==> config.mk <==
export PLATFORM = sky130hd
export DESIGN_NAME = fetch_stage
export DESIGN_NICKNAME = d
export VERILOG_FILES = /design/src/rtl/fetch_stage_pkg.sv /design/src/rtl/fetch_hold_buf.sv /design/src/rtl/fetch_stage.sv
export SDC_FILE = /design/constraint.sdc
export NUM_CORES = 1
export LEC_CHECK = 0
export BUFFER_PORTS_ARGS = -buffer_cell sky130_fd_sc_hd__buf_4
export CAP_MARGIN = 20
export CORE_ASPECT_RATIO = 0.8
export CORE_MARGIN = 10
export CORE_UTILIZATION = 50
export CTS_CLUSTER_DIAMETER = 80
export DETAILED_ROUTE_END_ITERATION = 8
export GPL_TIMING_DRIVEN = 0
export HOLD_SLACK_MARGIN = 0.1
export PLACE_DENSITY = 0.8
export SETUP_SLACK_MARGIN = 0.05
export SKIP_CTS_REPAIR_TIMING = 1
export SLEW_MARGIN = 30
export SYNTH_ARGS = -nofsm -noshare
export SYNTH_HDL_FRONTEND = slang
export SYNTH_SLANG_ARGS = --single-unit
==> constraint.sdc <==
create_clock -name clk -period 8.6 [get_ports clk]
set_clock_uncertainty 0.1 [all_clocks]
set_input_delay 1.72 -clock clk [delete_from_list [all_inputs] [get_ports clk]]
set_output_delay 1.72 -clock clk [all_outputs]
set_load 0.03 [all_outputs]
==> src/rtl/fetch_stage_pkg.sv <==
// Shared types and constants for the instruction fetch stage.
// Optional performance counters are enabled by defining FETCH_PERF_CNT_EN.
package fetch_stage_pkg;

    localparam int XLEN = 32;

    localparam logic [XLEN-1:0] NOP_INSTR_DEF = 32'h0000_0013;
    localparam logic [XLEN-1:0] RESET_PC_DEF  = 32'h0000_0000;

    typedef enum logic [1:0] {
        IDLE = 2'd0,
        REQ  = 2'd1,
        HOLD = 2'd2,
        DROP = 2'd3
    } fetch_state_e;

    typedef struct packed {
        logic [XLEN-1:0] instr;
        logic [XLEN-1:0] pc4;
    } if_id_t;

    function automatic logic [XLEN-1:0] pc_next(input logic [XLEN-1:0] pc);
        return pc + 32'd4;
    endfunction

endpackage

==> src/rtl/fetch_hold_buf.sv <==
// One-entry buffer parking a fetched word while decode is stalled.
// Clear has priority over load, load over unload.
module fetch_hold_buf
    import fetch_stage_pkg::*;
(
    input  logic   clk,
    input  logic   reset,
    input  logic   load,
    input  logic   unload,
    input  logic   clear,
    input  if_id_t word,
    output if_id_t held,
    output logic   full
);

    always_ff @(posedge clk or posedge reset) begin
        if (reset) begin
            held <= '0;
            full <= 1'b0;
        end else if (clear) begin
            full <= 1'b0;
        end else if (load) begin
            held <= word;
            full <= 1'b1;
        end else if (unload) begin
            full <= 1'b0;
        end
    end

endmodule

==> src/rtl/fetch_stage.sv <==
// Instruction fetch stage: PC register, imem handshake, IF/ID register.
// Define FETCH_PERF_CNT_EN to add stall_cycles and squash_count outputs.
module fetch_stage
    import fetch_stage_pkg::*;
#(
    parameter logic [XLEN-1:0] RESET_PC  = RESET_PC_DEF,
    parameter logic [XLEN-1:0] NOP_INSTR = NOP_INSTR_DEF
) (
    input  logic            clk,
    input  logic            reset,
    input  logic            StallF,
    input  logic            StallD,
    input  logic            PCSrcD,
    input  logic [XLEN-1:0] PCBranchD,
    output logic            imem_req,
    output logic [XLEN-1:0] imem_addr,
    input  logic            imem_ack,
    input  logic [XLEN-1:0] imem_rdata,
    output logic [XLEN-1:0] InstrD,
    output logic [XLEN-1:0] PCPlus4D,
    output logic            ValidD,
    output logic            FetchBusy
`ifdef FETCH_PERF_CNT_EN
    ,
    output logic [31:0]     stall_cycles,
    output logic [31:0]     squash_count
`endif
);

    fetch_state_e    state;
    fetch_state_e    state_n;
    logic [XLEN-1:0] pcf;
    logic [XLEN-1:0] pcf_n;
    if_id_t          ifid_q;
    if_id_t          ifid_n;
    logic            valid_q;
    logic            valid_n;
    logic            ifid_we;

    logic            buf_load;
    logic            buf_unload;
    logic            buf_clear;
    logic            buf_full;
    if_id_t          buf_word;
    if_id_t          buf_held;

    assign buf_word = '{instr: imem_rdata, pc4: pc_next(pcf)};

    fetch_hold_buf u_hold_buf (
        .clk    (clk),
        .reset  (reset),
        .load   (buf_load),
        .unload (buf_unload),
        .clear  (buf_clear),
        .word   (buf_word),
        .held   (buf_held),
        .full   (buf_full)
    );

    always_comb begin
        state_n    = state;
        pcf_n      = pcf;
        ifid_we    = 1'b0;
        ifid_n     = '{instr: NOP_INSTR, pc4: ifid_q.pc4};
        valid_n    = 1'b0;
        buf_load   = 1'b0;
        buf_unload = 1'b0;
        buf_clear  = 1'b0;
        imem_req   = 1'b0;
        FetchBusy  = 1'b0;

        unique case (state)
            IDLE: begin
                FetchBusy = 1'b1;
                ifid_we   = !StallD;
                state_n   = REQ;
            end
            REQ: begin
                imem_req = !StallF;
                if (imem_ack) begin
                    if (!StallF) begin
                        pcf_n = pc_next(pcf);
                    end
                    if (StallD) begin
                        buf_load = 1'b1;
                        state_n  = HOLD;
                    end else begin
                        ifid_we = 1'b1;
                        ifid_n  = buf_word;
                        valid_n = 1'b1;
                    end
                end else begin
                    FetchBusy = 1'b1;
                    ifid_we   = !StallD;
                end
            end
            HOLD: begin
                if (!StallD) begin
                    state_n = REQ;
                    if (buf_full) begin
                        buf_unload = 1'b1;
                        ifid_we    = 1'b1;
                        ifid_n     = buf_held;
                        valid_n    = 1'b1;
                    end
                end
            end
            DROP: begin
                FetchBusy = 1'b1;
                ifid_we   = !StallD;
                if (imem_ack) begin
                    state_n = REQ;
                end
            end
            default: begin
                state_n = IDLE;
            end
        endcase

        // A redirect overrides everything; an in-flight response must be drained.
        if (PCSrcD) begin
            pcf_n      = PCBranchD;
            ifid_we    = 1'b1;
            ifid_n     = '{instr: NOP_INSTR, pc4: ifid_q.pc4};
            valid_n    = 1'b0;
            buf_load   = 1'b0;
            buf_unload = 1'b0;
            buf_clear  = 1'b1;
            if ((state == REQ || state == DROP) && !imem_ack) begin
                state_n = DROP;
            end else begin
                state_n = REQ;
            end
        end
    end

    always_ff @(posedge clk or posedge reset) begin
        if (reset) begin
            state   <= IDLE;
            pcf     <= RESET_PC;
            ifid_q  <= '{instr: NOP_INSTR, pc4: '0};
            valid_q <= 1'b0;
        end else begin
            state <= state_n;
            pcf   <= pcf_n;
            if (ifid_we) begin
                ifid_q  <= ifid_n;
                valid_q <= valid_n;
            end
        end
    end

    assign imem_addr = pcf;
    assign InstrD    = ifid_q.instr;
    assign PCPlus4D  = ifid_q.pc4;
    assign ValidD    = valid_q;

`ifdef FETCH_PERF_CNT_EN
    always_ff @(posedge clk or posedge reset) begin
        if (reset) begin
            stall_cycles <= '0;
            squash_count <= '0;
        end else begin
            if (FetchBusy && stall_cycles != '1) begin
                stall_cycles <= stall_cycles + 32'd1;
            end
            if (PCSrcD && squash_count != '1) begin
                squash_count <= squash_count + 32'd1;
            end
        end
    end
`endif

endmodule

==> reports/metrics.yaml <==
logic_synthesis:
  ys_warn_count: 0
  ys_async_sr_fraction_pct: 100
  ys.flop_type: "dfrtp_1"
  synth_edf_count: 0
  syn_nets: 853
  synthCells: 778
  synthDistinctLibCells: 48
  ys_seq_area_share_pct: 52.8
  synth_area_mm2: 0.00778
  yosys_register_bits: 164
  syn_avg_cell_area_um2: 10.0
setup_path:
  cp-end-kind: "output pin"
  required_ns: 6.78
  r2r_end: "PCPlus4D[24]$_DFFE_PP0P_"
  critPathMaxFanout: 7
  critical_path_class: "input pin to output pin"
  rr_worst_depth: 6
  cp.arrival_ns: 2.35
  rr_startpoint: "imem_addr[2]$_DFFE_PP0P_"
  r2r_slack_ns: 5.82
  cp-start-kind: "input pin"
detailed_routing:
  via_per_inst: 5.61
  final_antenna_net_count: 0
  post_drt_wl_per_cell_um: 19.1
  first_pass_iters: 5
  vias: 6660
  drt_iter0_drc: 670
  drt_wl_total_um: 22700
  drc: 0
clock_network:
  cts_tree: "done"
  ctsRootBufferMaster: "clkbuf_16"
  clock_sinks: 164
  cts_buffers: 17
  cts.path.max_buffers: 2
  insertion_delay_ns: 0.43
  htree_levels: 4
  cts.clk_slew.worst_paths_ns: 0.07
floorplanning:
  start_util_pct: 51.5
  num_rows: 40
  die_w_um: 159
  die_y_um: 132
  dieArea_mm2: 0.0210
  core-area_mm2: 0.0151
  ioPinCount: 169
sta:
  rsz0062_at_grt: "false"
  max_slew_margin_pct: 42.3
  period_share_pct: 48.5
  setup_violations: 0
  finalCriticalPeriod_ns: 4.17
  hold_violations: 0
  holdWs_ns: 0.379
  slew_violations: 0
  worst_slew_pin_slew_ns: 0.859
  max_freq_mhz: 240
  setup_tns_ns: 0
status:
  outcome: "complete, no violations"
final_layout:
  n_fill_cell: 1267
  n_antenna_cell: 0
  mostFrequentLayoutCell: "buf_4"
  final_util_pct: 66.1
  num-nets-final: 1040
  syn_to_final_growth_pct: 28.4
  fin_cells: 1187
  drive_gt1_share_pct: 28.4
  final_cell_mix: "buf_4 (172), dfrtp_1 (161), nand2_1 (155), o21ai_0 (80), clkbuf_1 (45)"
grt:
  grt_use_total_pct: 21.2
  antenna_found_initial: 0
  grt_max_degree: 89
  grt_pass1_wl_um: 36000
  grt_pass1_vias: 6678
  grt-ovfl-total: 0
power_and_ir_drop:
  p_leak_nw: 4.35
  vdd_ir_drop_max_v: 0.000177
  p_per_area_mw_per_mm2: 269
worst_hold_path:
  min-delay-start: "InstrD[28]$_DFFE_PP0N_"
  whs_endpoint: "InstrD[28]$_DFFE_PP0N_"
  hold_path_class: "register to register"
  hold_depth: 2
placed_design:
  port_buffers: 167
  hpwl_um: 16800
  place_inst: 1156
  place_congestion: 0.922
job:
  max_cap_viol_count: 0
==> flip-flops by register name (all words and copies together) (netlist names) <==
signal / flops
u_hold_buf.held: 64
imem_addr: 32
state: 2
ValidD: 1
u_hold_buf.full: 1
InstrD: 32
PCPlus4D: 32
==> per-stage QoR <==
step | power, mW | worst slack (ns) | cell area [µm²]
2_1_floorplan | 1.57 | 2.35 | 7780
3_3_place_gp | 1.81 | 0.545 | 9300
3_5_place_dp | 1.84 | 4.47 | 9330
4_1_cts | 2.69 | 4.44 | 9980
5_1_grt | 2.82 | 4.38 | 9980
6_report | 2.69 | 4.43 | 9980
==> layer usage <==
metal	track usage (%)	vias to the layer above	routed length, µm
met5	0	-	0
met3	5.43	33	1660
met4	7.30	0	451
met2	31.4	259	10500
li1	-	3093	-
met1	29.6	3275	10200
==> cell usage after synthesis, drive strengths merged (4+ instances only) <==
master | n | area [µm²]
o221ai | 22 | 193
a22o | 11 | 96.3
and4 | 4 | 35.0
and3 | 4 | 25.0
nand2 | 155 | 582
clkbuf | 46 | 175
ha | 5 | 62.6
inv | 8 | 30.0
xor2 | 24 | 210
a22oi | 29 | 218
a21oi | 6 | 30.0
mux2 | 40 | 450
o21ai | 101 | 505
buf | 18 | 108
nand3 | 20 | 100
nor3 | 15 | 115
dfrtp | 161 | 4030
nor2 | 25 | 96.4
xnor2 | 33 | 289
nor4 | 4 | 31.3
nand4 | 18 | 119
==> critical path, cell delays in order <==
cell and delay [ns]:
buf_4 0.14, nor2_1 0.14, nor2_1 0.06, nor2_1 0.10, buf_4 0.18
==> final cells by class <==
class | count | area, µm² | share of cell area, %
Buffer | 64 | 283 | 2.83
Timing Repair Buffer | 168 | 1280 | 12.8
Multi-Input combinational cell | 542 | 3360 | 33.6
Tap cell | 210 | 263 | 2.63
Inverter | 8 | 37.5 | 0.376
Sequential cell | 164 | 4110 | 41.1
Clock buffer | 20 | 457 | 4.57
Clock inverter | 11 | 198 | 1.98
==> power by group <==
| part | switching, mW | internal, mW | leakage [nW] |
|---|---|---|---|
| logic | 0.446 | 0.292 | 1.92 |
| registers | 0.122 | 0.980 | 2.11 |
| clock network | 0.315 | 0.532 | 0.317 |
| total | 0.883 | 1.80 | 4.35 |
==> cell families (layout without fill, tap and decap cells) <==
| family | Yosys count | count (layout) | share of synthesized area (%) |
|---|---|---|---|
| AO/OA/AOI/OAI | 175 | 175 | 14.0 |
| buffers and inverters | 72 | 271 | 4.02 |
| flip-flops | 164 | 164 | 52.8 |
| XOR/XNOR | 57 | 57 | 6.42 |
| adder cells (fa/ha/maj) | 5 | 5 | 0.804 |
| multiplexers | 41 | 41 | 5.92 |
| AND/OR/NAND/NOR | 264 | 264 | 16.0 |
==> worst max path at each step <==
stage,from,slack [ns],end,cells after the start
5_1_grt,imem_ack,4.38,FetchBusy,5
3_3_place_gp,reset,0.54,imem_addr[21]$_DFFE_PP0P_,2
4_1_cts,imem_ack,4.44,FetchBusy,5
6_report,imem_ack,4.43,FetchBusy,5
3_5_place_dp,imem_ack,4.47,FetchBusy,5
2_1_floorplan,reset,2.35,InstrD[10]$_DFFE_PP0N_,1
Note: power is estimated with default switching activity, not from simulation.
